## src/rtl/demux_pkg.sv

```systemverilog
// Shared constants and slot-state encoding for the 1-to-4 buffered demux.
package demux_pkg;
  localparam int NOUT  = 4;
  localparam int SEL_W = 2;

  typedef enum logic [1:0] {
    EMPTY = 2'd0,
    ONE   = 2'd1,
    TWO   = 2'd2
  } slot_state_e;
endpackage

```

## src/rtl/demux_slot.sv

```systemverilog
// Two-entry FIFO slot: registered head, no combinational input-to-output path.
module demux_slot
  import demux_pkg::*;
#(
  parameter int WIDTH = 64
) (
  input  logic             clk,
  input  logic             rst_n,
  input  logic             push,
  input  logic [WIDTH-1:0] din,
  input  logic             pop,
  output logic [WIDTH-1:0] head,
  output logic             valid,
  output logic             full
);
  slot_state_e      state_q, state_d;
  logic [WIDTH-1:0] mem0_q, mem1_q;
  logic             do_push, do_pop;

  // A full slot refuses the push even when it pops on the same edge.
  assign do_push = push & (state_q != TWO);
  assign do_pop  = pop & (state_q != EMPTY);

  always_ff @(posedge clk) begin
    if (!rst_n) state_q <= EMPTY;
    else        state_q <= state_d;
  end

  always_comb begin
    state_d = state_q;
    unique case (state_q)
      EMPTY: if (do_push) state_d = ONE;
      ONE: begin
        if (do_push && !do_pop)      state_d = TWO;
        else if (do_pop && !do_push) state_d = EMPTY;
      end
      TWO:     if (do_pop) state_d = ONE;
      default: state_d = EMPTY;
    endcase
  end

  // Vacated entries are cleared so an empty slot presents zero.
  always_ff @(posedge clk) begin
    if (!rst_n) begin
      mem0_q <= '0;
      mem1_q <= '0;
    end else begin
      unique case (state_q)
        EMPTY: if (do_push) mem0_q <= din;
        ONE: begin
          if (do_push)     mem0_q <= do_pop ? din : mem0_q;
          else if (do_pop) mem0_q <= '0;
          if (do_push && !do_pop) mem1_q <= din;
        end
        TWO: if (do_pop) begin
          mem0_q <= mem1_q;
          mem1_q <= '0;
        end
        default: begin
          mem0_q <= '0;
          mem1_q <= '0;
        end
      endcase
    end
  end

  assign head  = mem0_q;
  assign valid = (state_q != EMPTY);
  assign full  = (state_q == TWO);
endmodule

```

## src/rtl/demux64_1_4_buf.sv

```systemverilog
// 1-to-4 demux with an independent 2-entry buffer per output.
module demux64_1_4_buf
  import demux_pkg::*;
#(
  parameter int WIDTH = 64
) (
  input  logic             clk,
  input  logic             rst_n,
  input  logic [WIDTH-1:0] in_data,
  input  logic [1:0]       in_sel,
  input  logic             in_valid,
  output logic             in_ready,
  output logic [WIDTH-1:0] z0,
  output logic [WIDTH-1:0] z1,
  output logic [WIDTH-1:0] z2,
  output logic [WIDTH-1:0] z3,
  output logic [3:0]       out_valid,
  input  logic [3:0]       out_ready
);
  logic [NOUT-1:0]            full_vec;
  logic [NOUT-1:0]            push_vec;
  logic [NOUT-1:0][WIDTH-1:0] z_arr;

  // Ready depends only on the selected slot's occupancy.
  assign in_ready = ~full_vec[in_sel];

  for (genvar k = 0; k < NOUT; k++) begin : g_slot
    assign push_vec[k] = in_valid & in_ready & (in_sel == SEL_W'(k));

    demux_slot #(.WIDTH(WIDTH)) u_slot (
      .clk   (clk),
      .rst_n (rst_n),
      .push  (push_vec[k]),
      .din   (in_data),
      .pop   (out_ready[k]),
      .head  (z_arr[k]),
      .valid (out_valid[k]),
      .full  (full_vec[k])
    );
  end

  assign z0 = z_arr[0];
  assign z1 = z_arr[1];
  assign z2 = z_arr[2];
  assign z3 = z_arr[3];
endmodule
```

## config.mk

```make
export PLATFORM = sky130hd
export DESIGN_NAME = demux64_1_4_buf
export DESIGN_NICKNAME = d
export VERILOG_FILES = /design/src/rtl/demux_pkg.sv /design/src/rtl/demux_slot.sv /design/src/rtl/demux64_1_4_buf.sv
export SDC_FILE = /design/constraint.sdc
export NUM_CORES = 1
export LEC_CHECK = 0
export ABC_AREA = 1
export CAP_MARGIN = 20
export CORE_AREA = 2 2 256 258
export CTS_CLUSTER_SIZE = 25
export DETAILED_ROUTE_END_ITERATION = 10
export DIE_AREA = 0 0 258 260
export DONT_BUFFER_PORTS = 1
export PLACE_DENSITY = 0.53
export SETUP_SLACK_MARGIN = 0.15
export SYNTH_ARGS = -nofsm -noshare
export SYNTH_HDL_FRONTEND = slang
export SYNTH_SLANG_ARGS = --single-unit
```

## constraint.sdc

```tcl
create_clock -name clk -period 4.9 [get_ports clk]
set_input_delay 0.49 -clock clk [delete_from_list [all_inputs] [get_ports clk]]
set_output_delay 0.49 -clock clk [all_outputs]
set_load 0.01 [all_outputs]
```

=== Word level (Yosys, flattened, before mapping) ===
Index checks and enable logic that the tools add are counted.

* Memory bits (read-only): 0
* Latch bits: 0
* Output and inout port bits: 261
* Memories kept: 0
* Bits in writable memories: 0
* Input port bits: 73
* Word-level logic and storage cells: 157
* Register bits: 520

* Reductions and logical operators: 37
* Add/subtract/negate cells: 0
* Muxes and demuxes: 54
* Div/mod/pow operators: 0
* $lt $le $gt $ge: 1
* Multiply operators: 0
* Shifts and indexed selects: 0
* Bitwise gates (word level): 18
* Equality and inequality tests: 35

{| class="wikitable"
|+ Operators by type and width
! operator !! count
|-
| two-way mux 64 bit || 24
|-
| one-hot mux 64 bit (3 select lines) || 8
|-
| AND reduction 3 bit || 12
|-
| two-way mux 2 bit || 16
|-
| != test 2 x 1 -> 1 bit, second input constant || 12
|-
| one-hot mux 2 bit (3 select lines) || 4
|-
| != test 2 bit, second input constant || 8
|-
| AND 1 bit || 13
|-
| equality test 2 bit, second input constant || 6
|-
| != test 3 x 1 -> 1 bit, second input constant || 4
|-
| equality test 2 x 1 -> 1 bit, second input constant || 5
|-
| zero test 2 bit || 5
|-
| logical AND 1 bit || 8
|-
| zero test 1 bit || 8
|-
| nonzero test 2 bit || 4
|-
| NOT 1 bit || 5
|-
| less-than comparator 2 x 3 -> 1 bit, second input constant || 1
|-
| binary-select mux 1 bit (select 2 bit) || 1
|-
| two-way mux 1 bit || 1
|}

=== Longest topological paths before layout ===
Gate-level depths: netlist of run 1.

* Word-level depth: 12
* Mapped depth: 14
* Gate-level depth less buffers: 12

=== Modules after synthesis ===
Synthesis of run 1 repeated with hierarchy kept, for this count alone.

* Cell total of the unflattened synthesis: 3534
* Area total of the unflattened synthesis: 24720.0 µm²

{| class="wikitable"
|+ By module, submodules not included
! module !! instances !! seq. area each (µm²) !! cells each !! area an instance (µm²)
|-
| demux_slot (g_slot[1].u_slot ...) || 3 || 2602.5 || 879 || 6142.1
|-
| demux_slot (g_slot[0].u_slot) || 1 || 2602.5 || 876 || 6192.2
|-
| demux64_1_4_buf || 1 || 0.0 || 21 || 101.3
|}

=== Worst setup path before layout of run 1 ===
Ideal clock, no wire load.

* Path type: input port to flip-flop
* Start: in in_sel[0]
* End: reg g_slot[1].u_slot.mem1_q[12]
* Path buffers: 2
* Data arrival time: 1683 ps
* Path slack: 3102 ps
* Setup time: 115 ps
* Stages: 12
* Data required time: 4785 ps
* Cells stage by stage: inv_1 -> nor2_2 -> nand2_1 -> nand2_1 -> nor2_1 -> buf_4 -> nand4_1 -> nand2_2 -> clkbuf_1 -> nand3_1 -> nand2_1 -> nor2_1

* Word-level cells in the longest chain between the ends: 9
* Elaborated cells between the ends (all ways): 10
* Those cells by class: eq/ne (2); mux (2); bitwise (4); reduce/logical (2)

{| class="wikitable"
|+ Ends and longest elaborated chain
! element !! RTL line !! source
|-
| from (decl) || demux64_1_4_buf.sv:10 || <nowiki>input logic [1:0] in_sel,</nowiki>
|-
| binary-select mux 1 bit (select 2 bit) || demux64_1_4_buf.sv:25 || <nowiki>assign in_ready = ~full_vec[in_sel];</nowiki>
|-
| two-way mux 1 bit (implied by the code) || demux64_1_4_buf.sv:25 ||
|-
| NOT 1 bit || demux64_1_4_buf.sv:25 ||
|-
| named net in_ready || demux64_1_4_buf.sv:12 || <nowiki>output logic in_ready,</nowiki>
|-
| AND 1 bit (2 in a row) || demux64_1_4_buf.sv:28 || <nowiki>assign push_vec[k] = in_valid & in_ready & (in_sel == SEL_W'(k));</nowiki>
|-
| AND 1 bit || demux_slot.sv:21 || <nowiki>assign do_push = push & (state_q != TWO);</nowiki>
|-
| logical AND 1 bit || demux_slot.sv:53 || <nowiki>if (do_push && !do_pop) mem1_q <= din;</nowiki>
|-
| != test 2 x 1 -> 1 bit (no source line) || - ||
|-
| AND reduction 3 bit (no source line) || - ||
|-
| to (signal assigned) || demux_slot.sv:53 ||
|-
| to (decl) || demux_slot.sv:17 || <nowiki>logic [WIDTH-1:0] mem0_q, mem1_q;</nowiki>
|}

The timed path passes the listed nets, and every way through them passes these cells. The select of a mux whose other input is x is not followed.
A chain may end at the register's enable or synchronous reset.

=== Final worst setup path of run 1 ===
* Start: reg g_slot[2].u_slot.state_q[1]
* End: reg g_slot[2].u_slot.mem1_q[56]

* Word-level cells in the longest chain between the ends: 10
* Elaborated cells between the ends (all ways): 19
* Those cells by class: eq/ne (5); mux (3); bitwise (6); reduce/logical (5)

{| class="wikitable"
|+ Ends and longest elaborated chain
! element !! RTL line !! source
|-
| from (decl) || demux_slot.sv:16 || <nowiki>slot_state_e state_q, state_d;</nowiki>
|-
| from (signal assigned) || demux_slot.sv:26 || <nowiki>else state_q <= state_d;</nowiki>
|-
| equality test 2 bit || demux_slot.sv:48, demux_slot.sv:69 ||
|-
| binary-select mux 1 bit (select 2 bit) || demux64_1_4_buf.sv:25 ||
|-
| two-way mux 1 bit (implied by the code) || demux64_1_4_buf.sv:25 ||
|-
| NOT 1 bit || demux64_1_4_buf.sv:25 ||
|-
| AND 1 bit (2 in a row) || demux64_1_4_buf.sv:28 ||
|-
| AND 1 bit || demux_slot.sv:21 ||
|-
| logical AND 1 bit || demux_slot.sv:53 ||
|-
| != test 2 x 1 -> 1 bit (no source line) || - ||
|-
| AND reduction 3 bit (no source line) || - ||
|-
| to (signal assigned) || demux_slot.sv:53 ||
|-
| to (decl) || demux_slot.sv:17 ||
|}

Parallel ways exist; a longest one is shown, timed or not. The select of a mux whose other input is x is not followed.

==> results of run 1 <==
==> registers in the layout, summed over array words and instances (netlist names) <==
register	count
g_slot.u_slot.head	256
g_slot.u_slot.mem1_q	256
g_slot.u_slot.state_q	8
==> worst max-delay path: cells and delay by family, from the launching register on <==
family | cells | cell delay (ns)
buf+inv | 6 | 1.75
simple gates | 7 | 1.58
flops | 1 | 0.31
==> cell usage in the layout (no fill, tap or decap), drive strengths merged <==
| cell | count |
|---|---|
| nand2 | 1274 |
| dfxtp | 520 |
| a21oi | 473 |
| nor2 | 375 |
| o21bai | 254 |
| nand3 | 220 |
| o21ai | 211 |
| inv | 182 |
| clkbuf | 81 |
| o22ai | 44 |
| buf | 40 |
| clkinv | 11 |
| bufinv | 8 |
| nand4 | 6 |
| clkinvlp | 3 |
| nor3 | 2 |
| nand3b | 2 |
| dlygate4sd3 | 2 |
| o21a | 1 |
==> final timing paths <==
path                          startpoint                     endpoint  cells after the start
max reg2reg  g_slot[2].u_slot.state_q[1]  g_slot[2].u_slot.mem1_q[56]                     13
min reg2reg  g_slot[3].u_slot.mem1_q[49]  g_slot[3].u_slot.mem1_q[49]                      2
min                                rst_n  g_slot[0].u_slot.mem1_q[45]                      2
max          g_slot[2].u_slot.state_q[1]  g_slot[2].u_slot.mem1_q[56]                     13
==> cell usage after synthesis (8+ instances only) <==
cell type / n / area (um2)
sky130_fd_sc_hd__clkbuf_1: 156 / 586
sky130_fd_sc_hd__o22ai_1: 44 / 275
sky130_fd_sc_hd__nand3_1: 218 / 1090
sky130_fd_sc_hd__inv_2: 8 / 30.0
sky130_fd_sc_hd__nand2_1: 1272 / 4770
sky130_fd_sc_hd__nor2_1: 373 / 1400
sky130_fd_sc_hd__buf_2: 105 / 526
sky130_fd_sc_hd__inv_1: 175 / 657
sky130_fd_sc_hd__o21ai_0: 211 / 1060
sky130_fd_sc_hd__a21oi_1: 472 / 2360
sky130_fd_sc_hd__o21bai_1: 254 / 1910
sky130_fd_sc_hd__buf_1: 41 / 154
sky130_fd_sc_hd__buf_4: 21 / 158
sky130_fd_sc_hd__dfxtp_1: 520 / 10400
==> metrics by stage <==
| stage | utilization | setup WS (ns) |
|---|---|---|
| after global placement | 0.400 | 1.15 |
| after floorplan | - | 3.10 |
| after global routing | 0.431 | 0.728 |
| after CTS | 0.431 | 1.10 |
| after detailed placement | 0.400 | 1.08 |
| final | 0.431 | 1.10 |
==> metal layers <==
layer	up-vias	wire length (um)
li1	12143	-
met1	11715	41900
met3	153	8210
met5	-	0
met2	922	42300
met4	0	2700
==> area by class of cell <==
class | instances | area (um2) | area share
Sequential cell | 520 | 10400 | 0.377
Clock buffer | 81 | 1640 | 0.0592
Tap cell | 855 | 1070 | 0.0387
Timing Repair Buffer | 42 | 320 | 0.0116
Inverter | 183 | 697 | 0.0252
Clock inverter | 21 | 317 | 0.0115
Multi-Input combinational cell | 2862 | 13200 | 0.477
==> kinds of logic after synthesis <==
family | count (synthesis) | synth area share
AND/OR/NAND/NOR | 1879 | 0.289
AO/OA/AOI/OAI | 983 | 0.220
flip-flops | 520 | 0.408
buffers and inverters | 506 | 0.0827
==> power groups by stage <==
stage	Combinational, mW	Sequential (mW)	Clock (mW)
finish	1.66	4.82	4.59
global route	1.86	4.85	4.85
CTS	1.66	4.82	4.67
detailed placement	1.65	4.91	0
global placement	1.65	4.91	0
floorplan	1.27	4.84	0
==> what timing repair did <==
action	in CTS	in global routing
hold buffers	2	0
resized for setup	0	0
buffers inserted	0	0
setup endpoints to repair	0	0
hold endpoints to repair	2	0
==> impl_metrics.csv, run 1 <==
group,metric,value,unit
status,status,"completed",
power,power.combinational.fraction,0.150,
routing,num_vias,24933,
clock_network,cts_inserted_buffers,57,
placement,place.port_buffers,0,
cells_and_area,layout-area-overhead-vs-synth,8.29,%
power,share_clk_of_total_power,0.415,
yosys,synth-async-reset-ratio,0,
cells_and_area,fill_cells,6852,
worst_setup_path,crit_required,5.41,ns
placement,routabilityCongestion,0.793,
clock_network,htree_num_levels,2,
power,internal-power,7.81,mW
floorplanning,standard_cell_rows,93,
yosys,synth-seq-cells,520,
yosys,synthesis.yosys.warnings,0,
timing,finClkSkew,0.0115,ns
worst_setup_path,max_stage_delay,1.01,ns
yosys,synth_area_per_cell,6.56,um2
cells_and_area,fin_area,27600,um2
cells_and_area,final_layout_size_suffix_gt1_frac,0.0458,
global_routing,globalRouteOverflowTotal,0,
power,vdd.ir_drop.worst,0.000258,V
hold_path,min_path_type,"primary input to flip-flop",
routing,drt_first_iter_violations,2050,
yosys,ys_dominant_reg_cell,"sky130_fd_sc_hd__dfxtp_1",
power,seq_power_share,0.435,
yosys,post_synth_instance_area,25500,um2
global_routing,grt.met3_usage,0.0650,
worst_setup_path,crit_arrival,4.31,ns
timing,grt_setup_unrepaired,"false",
routing,first_pass_iters,6,
timing,finalHoldViolCount,0,
global_routing,vias_in_the_first_global_route,22602,
worst_setup_path,worstPathCellList,"inv_1 > nor2_4 > buf_4 > inv_1 > buf_4 > nor2_1 > inv_1 > nand2_1 > clkinv_2 > nand2_2 > nand2_1 > nand2_1 > nor2_1",
timing,slew_violations,0,
placement,placedInstanceArea,25700,um2
timing,final.min_clock_period,3.80,ns
yosys,synth_seq_area_share,0.408,
floorplanning,floorplan.core_area,64100,um2
floorplanning,floorplan.die.width,258,um
yosys,ys_types,22,
worst_setup_path,crit_path_end_kind,"flip-flop",
clock_network,ctsRootBufferMaster,"sky130_fd_sc_hd__clkbuf_16",
placement,placedCellCount,4460,
routing,routed_via_density,5.46,
worst_setup_path,critPathLaunchType,"flip-flop",
timing,setup_violations,0,
global_routing,grt_util_met1,0.371,
run,cap_violations,0,
routing,post_drt_wl_per_cell,20.8,um
worst_setup_path,worst_path_max_delay_cell,"sky130_fd_sc_hd__nand2_2",
power,pwr_density_cell,401,nW/um2
worst_setup_path,critPathMaxFanout,46,
global_routing,grt_busiest_layer,"met2",
cells_and_area,layoutNonFillerInstCount,4564,
timing,fin_crit_sh,0.775,
clock_network,clock_path_buffers,3,
routing,residual_drc,0,
placement,dpl.hpwl,54700,um
cells_and_area,num-nets-final,3739,
timing,finalHoldWorstSlack,0.0290,ns
routing,route.antenna.remaining_nets,0,
global_routing,number_of_antenna_violations_at_the_first_check_in_global_routing,0,
clock_network,cts_sinks,520,
timing,final_setup_tns,0,ns
floorplanning,initial_utilization,0.398,
clock_network,path_clk_slew,0.06,ns
floorplanning,chipHeight,260,um
cells_and_area,num_antenna_cells,0,
timing,achievable-frequency,263,MHz
global_routing,groute.layer.met2.usage,0.434,
worst_setup_path,rrSetupSlack,1.10,ns
power,switching_share,0.295,
worst_setup_path,worstSetupPathType,"flip-flop to flip-flop",
yosys,synthesis.nets,3961,
power,net-switching-power,3.27,mW
clock_network,clock_tree_from_tritoncts,"done",
global_routing,grt_first_pass_wirelength,143000,um
power,power.leakage,10.1,nW
global_routing,grt.total_usage,0.275,
floorplanning,floorplan.io_pins,334,
timing,tightestPinTransition,1.29,ns
yosys,synth-edff-count,0,
power,finalPower,11.1,mW
floorplanning,fp.dieArea,67100,um2
timing,relSlewSlack,0.143,
clock_network,clk-insertion-delay-late,0.62,ns
yosys,postSynthCellCount,3888,
routing,totalWireLength,95100,um
global_routing,grt_max_degree,247,
No activity file was read; power rests on OpenSTA's default activity.
==> run 2, diff against run 1 <==
--- a/config.mk
+++ b/config.mk
@@ -5,12 +5,12 @@
 export SDC_FILE = /design/constraint.sdc
 export NUM_CORES = 1
 export LEC_CHECK = 0
-export ABC_AREA = 1
+export ABC_AREA = 0
 export CAP_MARGIN = 20
-export CORE_AREA = 2 2 256 258
+export CORE_AREA = 2 2 250 252
 export CTS_CLUSTER_SIZE = 25
 export DETAILED_ROUTE_END_ITERATION = 10
-export DIE_AREA = 0 0 258 260
+export DIE_AREA = 0 0 252 254
 export DONT_BUFFER_PORTS = 1
 export PLACE_DENSITY = 0.53
 export SETUP_SLACK_MARGIN = 0.15
==> constraint.sdc (replaced) <==
create_clock -name clk -period 3.86 [get_ports clk]
set_input_delay 0.386 -clock clk [delete_from_list [all_inputs] [get_ports clk]]
set_output_delay 0.386 -clock clk [all_outputs]
set_load 0.01 [all_outputs]
==> impl_metrics.csv, run 2 <==
group,metric,value,unit
timing,relSlewSlack,0.332,
routing,totalWireLength,82900,um
worst_setup_path,worst_path_max_delay_cell,"sky130_fd_sc_hd__dfxtp_4",
cells_and_area,final_layout_size_suffix_gt1_frac,0.109,
timing,finalHoldViolCount,0,
status,status,"completed",
clock_network,clock_tree_from_tritoncts,"done",
placement,routabilityCongestion,0.734,
routing,route.antenna.remaining_nets,0,
clock_network,postCtsResizedCells,0,
yosys,synth-edff-count,0,
worst_setup_path,worstSetupPathType,"flip-flop to flip-flop",
cells_and_area,final_cell_mix,"sky130_fd_sc_hd__dfxtp_1 (512), sky130_fd_sc_hd__nor2_1 (395), sky130_fd_sc_hd__a21oi_1 (325)",
timing,layout_setup_ws,1.11,ns
yosys,synth_top_cell_area_share,0.428,
yosys,ys_dominant_reg_cell,"sky130_fd_sc_hd__dfxtp_1",
power,finalPower,13.1,mW
yosys,synth_most_common_cell,"sky130_fd_sc_hd__dfxtp_1",
clock_network,cts_sinks,520,
routing,routed_via_density,5.90,
yosys,xor_xnor_cell_area_share_of_the_yosys_netlist,0,
yosys,yosys.area_share.adder,0.000823,
global_routing,grt_max_degree,216,
worst_setup_path,worstPathCellList,"maj3_1 > o21bai_4 > buf_4 > o21ai_0 > a21oi_1 > dlygate4sd3_1",
power,pwr_density_cell,499,nW/um2
placement,dp_worst_setup_slack,1.20,ns
clock_network,ctsRootBufferMaster,"sky130_fd_sc_hd__clkbuf_16",
cells_and_area,postLayoutCoreUtil,0.429,
yosys,synth_area_per_cell,8.89,um2
global_routing,number_of_antenna_violations_at_the_first_check_in_global_routing,0,
hold_path,min_path_type,"primary input to flip-flop",
routing,drt_first_iter_violations,1645,
yosys,synth-async-reset-ratio,0,
routing,first_pass_iters,5,
clock_network,path_clk_slew,0.06,ns
yosys,post_synth_instance_area,24300,um2
cells_and_area,fin_area,26300,um2
floorplanning,fp.dieArea,64000,um2
placement,placedInstanceArea,23400,um2
floorplanning,floorplan.io_pins,334,
clock_network,htree_num_levels,2,
global_routing,globalRouteOverflowTotal,0,
power,vdd.ir_drop.worst,0.000327,V
timing,finClkSkew,0.0181,ns
yosys,postSynthCellCount,2735,
worst_setup_path,crit_path_end_kind,"flip-flop",
cells_and_area,num-nets-final,2634,
timing,tightestPinTransition,1.00,ns
timing,achievable-frequency,364,MHz
yosys,synth-seq-cells,520,
yosys,synthSimpleGateAreaFrac,0.117,
cells_and_area,layout-area-overhead-vs-synth,8.01,%
worst_setup_path,crit_arrival,3.30,ns
timing,slew_violations,0,
worst_setup_path,critPathMaxFanout,71,
floorplanning,standard_cell_rows,91,
worst_setup_path,reg2regPathDepth,6,
worst_setup_path,critPathLaunchType,"flip-flop",
cells_and_area,layout.cells.most_common,"sky130_fd_sc_hd__dfxtp_1",
placement,dpl.hpwl,44900,um
run,cap_violations,0,
routing,residual_drc,0,
clock_network,clock_path_buffers,3,
yosys,synthesis.nets,2808,
worst_setup_path,crit_required,4.41,ns
hold_path,hold_depth,2,
yosys,ys_types,48,
timing,final.min_clock_period,2.75,ns
yosys,yosys.area.top_type,"sky130_fd_sc_hd__dfxtp_1",
routing,num_vias,20074,
clock_network,cts.hold.buffers_added,74,
timing,grt_setup_unrepaired,"false",
floorplanning,chipHeight,254,um
clock_network,cts_setup_buffers,0,
yosys,synth_seq_area_share,0.428,
cells_and_area,num_antenna_cells,0,
timing,fin_crit_sh,0.712,
yosys,synthesis.yosys.warnings,0,
floorplanning,floorplan.core_area,61300,um2
routing,post_drt_wl_per_cell,24.4,um
floorplanning,initial_utilization,0.397,
global_routing,grt_first_pass_wirelength,124000,um
timing,final_setup_tns,0,ns
timing,setup_violations,0,
clock_network,cts_inserted_buffers,59,
global_routing,grt.total_usage,0.250,
power,power.leakage,8.78,nW
floorplanning,floorplan.die.width,252,um
yosys,post_synth_most_frequent_cells,"sky130_fd_sc_hd__dfxtp_1 (520), sky130_fd_sc_hd__nor2_1 (395), sky130_fd_sc_hd__a21oi_1 (325)",
global_routing,vias_in_the_first_global_route,19507,
yosys,post_synth_mux_area_share,0.107,
worst_setup_path,max_stage_delay,0.98,ns
yosys,synth_compound_gate_area_share,0.248,
placement,place.port_buffers,0,
yosys,synth.top_cells.by_area,"sky130_fd_sc_hd__dfxtp_1 (43%), sky130_fd_sc_hd__mux2i_1 (11%), sky130_fd_sc_hd__a21oi_1 (6.7%), sky130_fd_sc_hd__nor2_1 (6.1%), sky130_fd_sc_hd__a22oi_1 (4.1%)",
clock_network,clk-insertion-delay-late,0.62,ns
yosys,largest_family_of_logic_cells_by_synthesized_area,"compound AO/OA/AOI/OAI gates",
## run 2: layout make-up
type | instances | area [um2]
Inverter | 6 | 30.0
Clock buffer | 91 | 1840
Timing Repair Buffer | 105 | 1050
Clock inverter | 19 | 285
Tap cell | 790 | 988
Multi-Input combinational cell | 1869 | 11600
Fill cell | 6034 | 35000
Sequential cell | 520 | 10400
## run 2: where the power goes
part	total, mW	internal (mW)	switching (mW)
combinational	1.15	0.400	0.749
clock	6.06	3.73	2.33
sequential	5.90	5.58	0.320
total	13.1	9.71	3.40
## run 2: stage by stage
| stage | hold slack [ns] | cells |
|---|---|---|
| global route | 0.0182 | 3400 |
| global placement | 0.442 | 3215 |
| CTS | 0.000375 | 3400 |
| detailed placement | 0.449 | 3216 |
| finish | 0.0189 | 3400 |
| floorplan | 0.435 | 2735 |
## run 2: critical path: cells and delay by family (launching register included)
| family | cells | cell delay, ns |
|---|---|---|
| flops | 1 | 0.98 |
| fa+ha+maj | 1 | 0.28 |
| compound gates | 3 | 0.41 |
| buf+inv | 2 | 0.99 |
## run 2: layer usage
layer | share of wire | vias to the layer above | global-route usage
li1 | - | 9383 | -
met1 | 0.44 | 9863 | 0.323
met5 | 0 | - | 0
met2 | 0.46 | 685 | 0.409
met4 | 0.027 | 0 | 0.0790
met3 | 0.078 | 143 | 0.0636
## run 2: cells by family after synthesis
family                   count (synthesis)
buffers and inverters                  346
AND/OR/NAND/NOR                        684
multiplexers                           261
adder cells (fa/ha/maj)                  2
flip-flops                             520
AO/OA/AOI/OAI                          922
## run 2: final timing paths
| check | startpoint | endpoint | slack, ns |
|---|---|---|---|
| worst min-delay path | in_data[43] | g_slot[1].u_slot.head[43] | 0.02 |
| worst max-delay path | g_slot[2].u_slot.state_q[0] | g_slot[2].u_slot.head[1] | 1.11 |
| worst min register to register | g_slot[2].u_slot.mem1_q[26] | g_slot[2].u_slot.mem1_q[26] | 0.46 |
| worst max register to register | g_slot[2].u_slot.state_q[0] | g_slot[2].u_slot.head[1] | 1.11 |
==> run 3, diff against run 2 <==
--- a/config.mk
+++ b/config.mk
@@ -12,7 +12,7 @@
 export DETAILED_ROUTE_END_ITERATION = 10
 export DIE_AREA = 0 0 252 254
 export DONT_BUFFER_PORTS = 1
-export PLACE_DENSITY = 0.53
+export PLACE_DENSITY = 0.55
 export SETUP_SLACK_MARGIN = 0.15
 export SYNTH_ARGS = -nofsm -noshare
 export SYNTH_HDL_FRONTEND = slang
==> constraint.sdc (replaced) <==
create_clock -name clk -period 2.5 [get_ports clk]
set_input_delay 0.25 -clock clk [delete_from_list [all_inputs] [get_ports clk]]
set_output_delay 0.25 -clock clk [all_outputs]
set_load 0.01 [all_outputs]
==> impl_metrics.csv, run 3 (synthesis gave the netlist of run 2 again) <==
group,metric,value,unit
global_routing,globalRouteOverflowTotal,0,
worst_setup_path,critPathLaunchType,"flip-flop",
cells_and_area,num-nets-final,2887,
clock_network,path_clk_slew,0.06,ns
timing,relSlewSlack,0.381,
hold_path,hold_depth,4,
routing,totalWireLength,84300,um
timing,tightestPinTransition,0.928,ns
worst_setup_path,crit-reg2reg-capture,"g_slot[2].u_slot.head[60]",
routing,residual_drc,0,
cells_and_area,final_cell_mix,"sky130_fd_sc_hd__dfxtp_1 (512), sky130_fd_sc_hd__nor2_1 (395), sky130_fd_sc_hd__a21oi_1 (325)",
worst_setup_path,rrSetupSlack,0.21,ns
placement,dp_worst_setup_slack,0.513,ns
routing,route.antenna.remaining_nets,0,
timing,slew_violations,0,
floorplanning,fp.dieArea,64000,um2
placement,place.port_buffers,0,
timing,layout_setup_ws,0.212,ns
timing,final.min_clock_period,2.29,ns
cells_and_area,layout-area-overhead-vs-synth,18.5,%
clock_network,clock_path_buffers,3,
power,finalPower,19.8,mW
worst_setup_path,crit_path_end_kind,"flip-flop",
placement,routabilityCongestion,0.767,
clock_network,ctsRootBufferMaster,"sky130_fd_sc_hd__clkbuf_16",
routing,first_pass_iters,8,
global_routing,grt.total_usage,0.249,
clock_network,clock_tree_from_tritoncts,"done",
run,cap_violations,0,
global_routing,number_of_antenna_violations_at_the_first_check_in_global_routing,0,
global_routing,grt_max_degree,177,
global_routing,grt_first_pass_wirelength,126000,um
cells_and_area,final_layout_size_suffix_gt1_frac,0.105,
timing,finClkSkew,0.0207,ns
worst_setup_path,worstSetupPathType,"flip-flop to flip-flop",
power,vdd.ir_drop.worst,0.000617,V
hold_path,hold_path_end,"g_slot[0].u_slot.head[39]",
floorplanning,floorplan.core_area,61300,um2
global_routing,vias_in_the_first_global_route,20918,
timing,final_setup_tns,0,ns
worst_setup_path,crit_required,3.03,ns
worst_setup_path,crit_arrival,2.82,ns
routing,drt_first_iter_violations,1762,
worst_setup_path,reg2regPathDepth,6,
worst_setup_path,reg2reg_from,"g_slot[2].u_slot.state_q[1]",
timing,achievable-frequency,437,MHz
routing,num_vias,21173,
timing,finalHoldViolCount,0,
routing,post_drt_wl_per_cell,23.1,um
routing,routed_via_density,5.80,
status,status,"completed",
floorplanning,floorplan.die.width,252,um
timing,setup_violations,0,
placement,placedCellCount,3232,
cells_and_area,layoutNonFillerInstCount,3648,
floorplanning,floorplan.io_pins,334,
floorplanning,initial_utilization,0.397,
floorplanning,chipHeight,254,um
clock_network,clk-insertion-delay-late,0.62,ns
worst_setup_path,critPathMaxFanout,40,
cells_and_area,layout.cells.most_common,"sky130_fd_sc_hd__dfxtp_1",
hold_path,beginning_of_the_worst_hold_path,"in_data[39]",
clock_network,cts_sinks,520,
clock_network,htree_num_levels,2,
placement,dpl.hpwl,45600,um
timing,grt_setup_unrepaired,"true",
floorplanning,standard_cell_rows,91,
power,power.leakage,9.71,nW
power,pwr_density_cell,686,nW/um2
cells_and_area,fill_cells,5837,
timing,fin_crit_sh,0.915,
hold_path,min_path_type,"primary input to flip-flop",
cells_and_area,num_antenna_cells,0,
clock_network,cts_inserted_buffers,57,
==> run 3: critical path, cell delays in order (launching register included) <==
cell and delay (ns):
sky130_fd_sc_hd__dfxtp_4 0.45, sky130_fd_sc_hd__or2_2 0.42, sky130_fd_sc_hd__o21bai_4 0.19, sky130_fd_sc_hd__buf_6 0.29, sky130_fd_sc_hd__o21ai_0 0.14, sky130_fd_sc_hd__dlygate4sd3_1 0.59, sky130_fd_sc_hd__a21oi_1 0.11
==> run 3: per-layer routing <==
layer / track usage / up-vias / wire length (um)
met4: 0.0790 / 0 / 2150
li1: - / 9890 / -
met5: 0 / - / 0
met2: 0.433 / 707 / 41000
met3: 0.0608 / 131 / 6550
met1: 0.301 / 10445 / 34600
==> run 3: timing repair <==
| action | 4_1_cts | 5_1_grt |
|---|---|---|
| endpoints found under the setup margin | 1 | 55 |
| hold buffers | 305 | 0 |
| hold endpoints to repair | 520 | 0 |
| gates cloned | 1 | 5 |
| setup buffers | 0 | 2 |
| resized for setup | 2 | 11 |
| pin swaps | 0 | 3 |
==> run 3: stage by stage <==
| step | utilization | hold WS, ns | cell area, um2 |
|---|---|---|---|
| after CTS | 0.469 | 0.0000885 | 28700 |
| after global placement | 0.386 | 0.323 | 23700 |
| after detailed placement | 0.386 | 0.324 | 23700 |
| final | 0.470 | 0.0135 | 28800 |
| after floorplan | - | 0.329 | 24300 |
| after global routing | 0.470 | 0.0182 | 28800 |
==> run 3: area by class of cell <==
type | count | area, um2 | share of cell area
Clock buffer | 85 | 1720 | 0.0598
Clock inverter | 18 | 203 | 0.00703
Timing Repair Buffer | 359 | 3770 | 0.131
Multi-Input combinational cell | 1870 | 11700 | 0.405
Sequential cell | 520 | 10400 | 0.362
Tap cell | 790 | 988 | 0.0343
Inverter | 6 | 30.0 | 0.00104
==> run 3: worst max-delay path by stage <==
stage	slack, ns	startpoint	to	cells after the start
final	0.21	g_slot[2].u_slot.state_q[1]	g_slot[2].u_slot.head[60]	6
after global routing	0.11	g_slot[2].u_slot.state_q[1]	g_slot[2].u_slot.head[58]	6
after CTS	0.15	g_slot[0].u_slot.state_q[1]	in_ready	4
after detailed placement	0.51	g_slot[0].u_slot.state_q[0]	g_slot[0].u_slot.head[26]	4
after global placement	0.57	g_slot[0].u_slot.state_q[0]	g_slot[0].u_slot.head[25]	4
after floorplan	0.79	g_slot[2].u_slot.state_q[1]	in_ready	6
==> run 3: power breakdown <==
| group | leakage [nW] | switching (mW) | internal, mW |
|---|---|---|---|
| registers | 4.23 | 0.452 | 8.62 |
| clock network | 0.949 | 3.58 | 5.15 |
| logic | 4.53 | 1.25 | 0.719 |
| total | 9.71 | 5.29 | 14.5 |
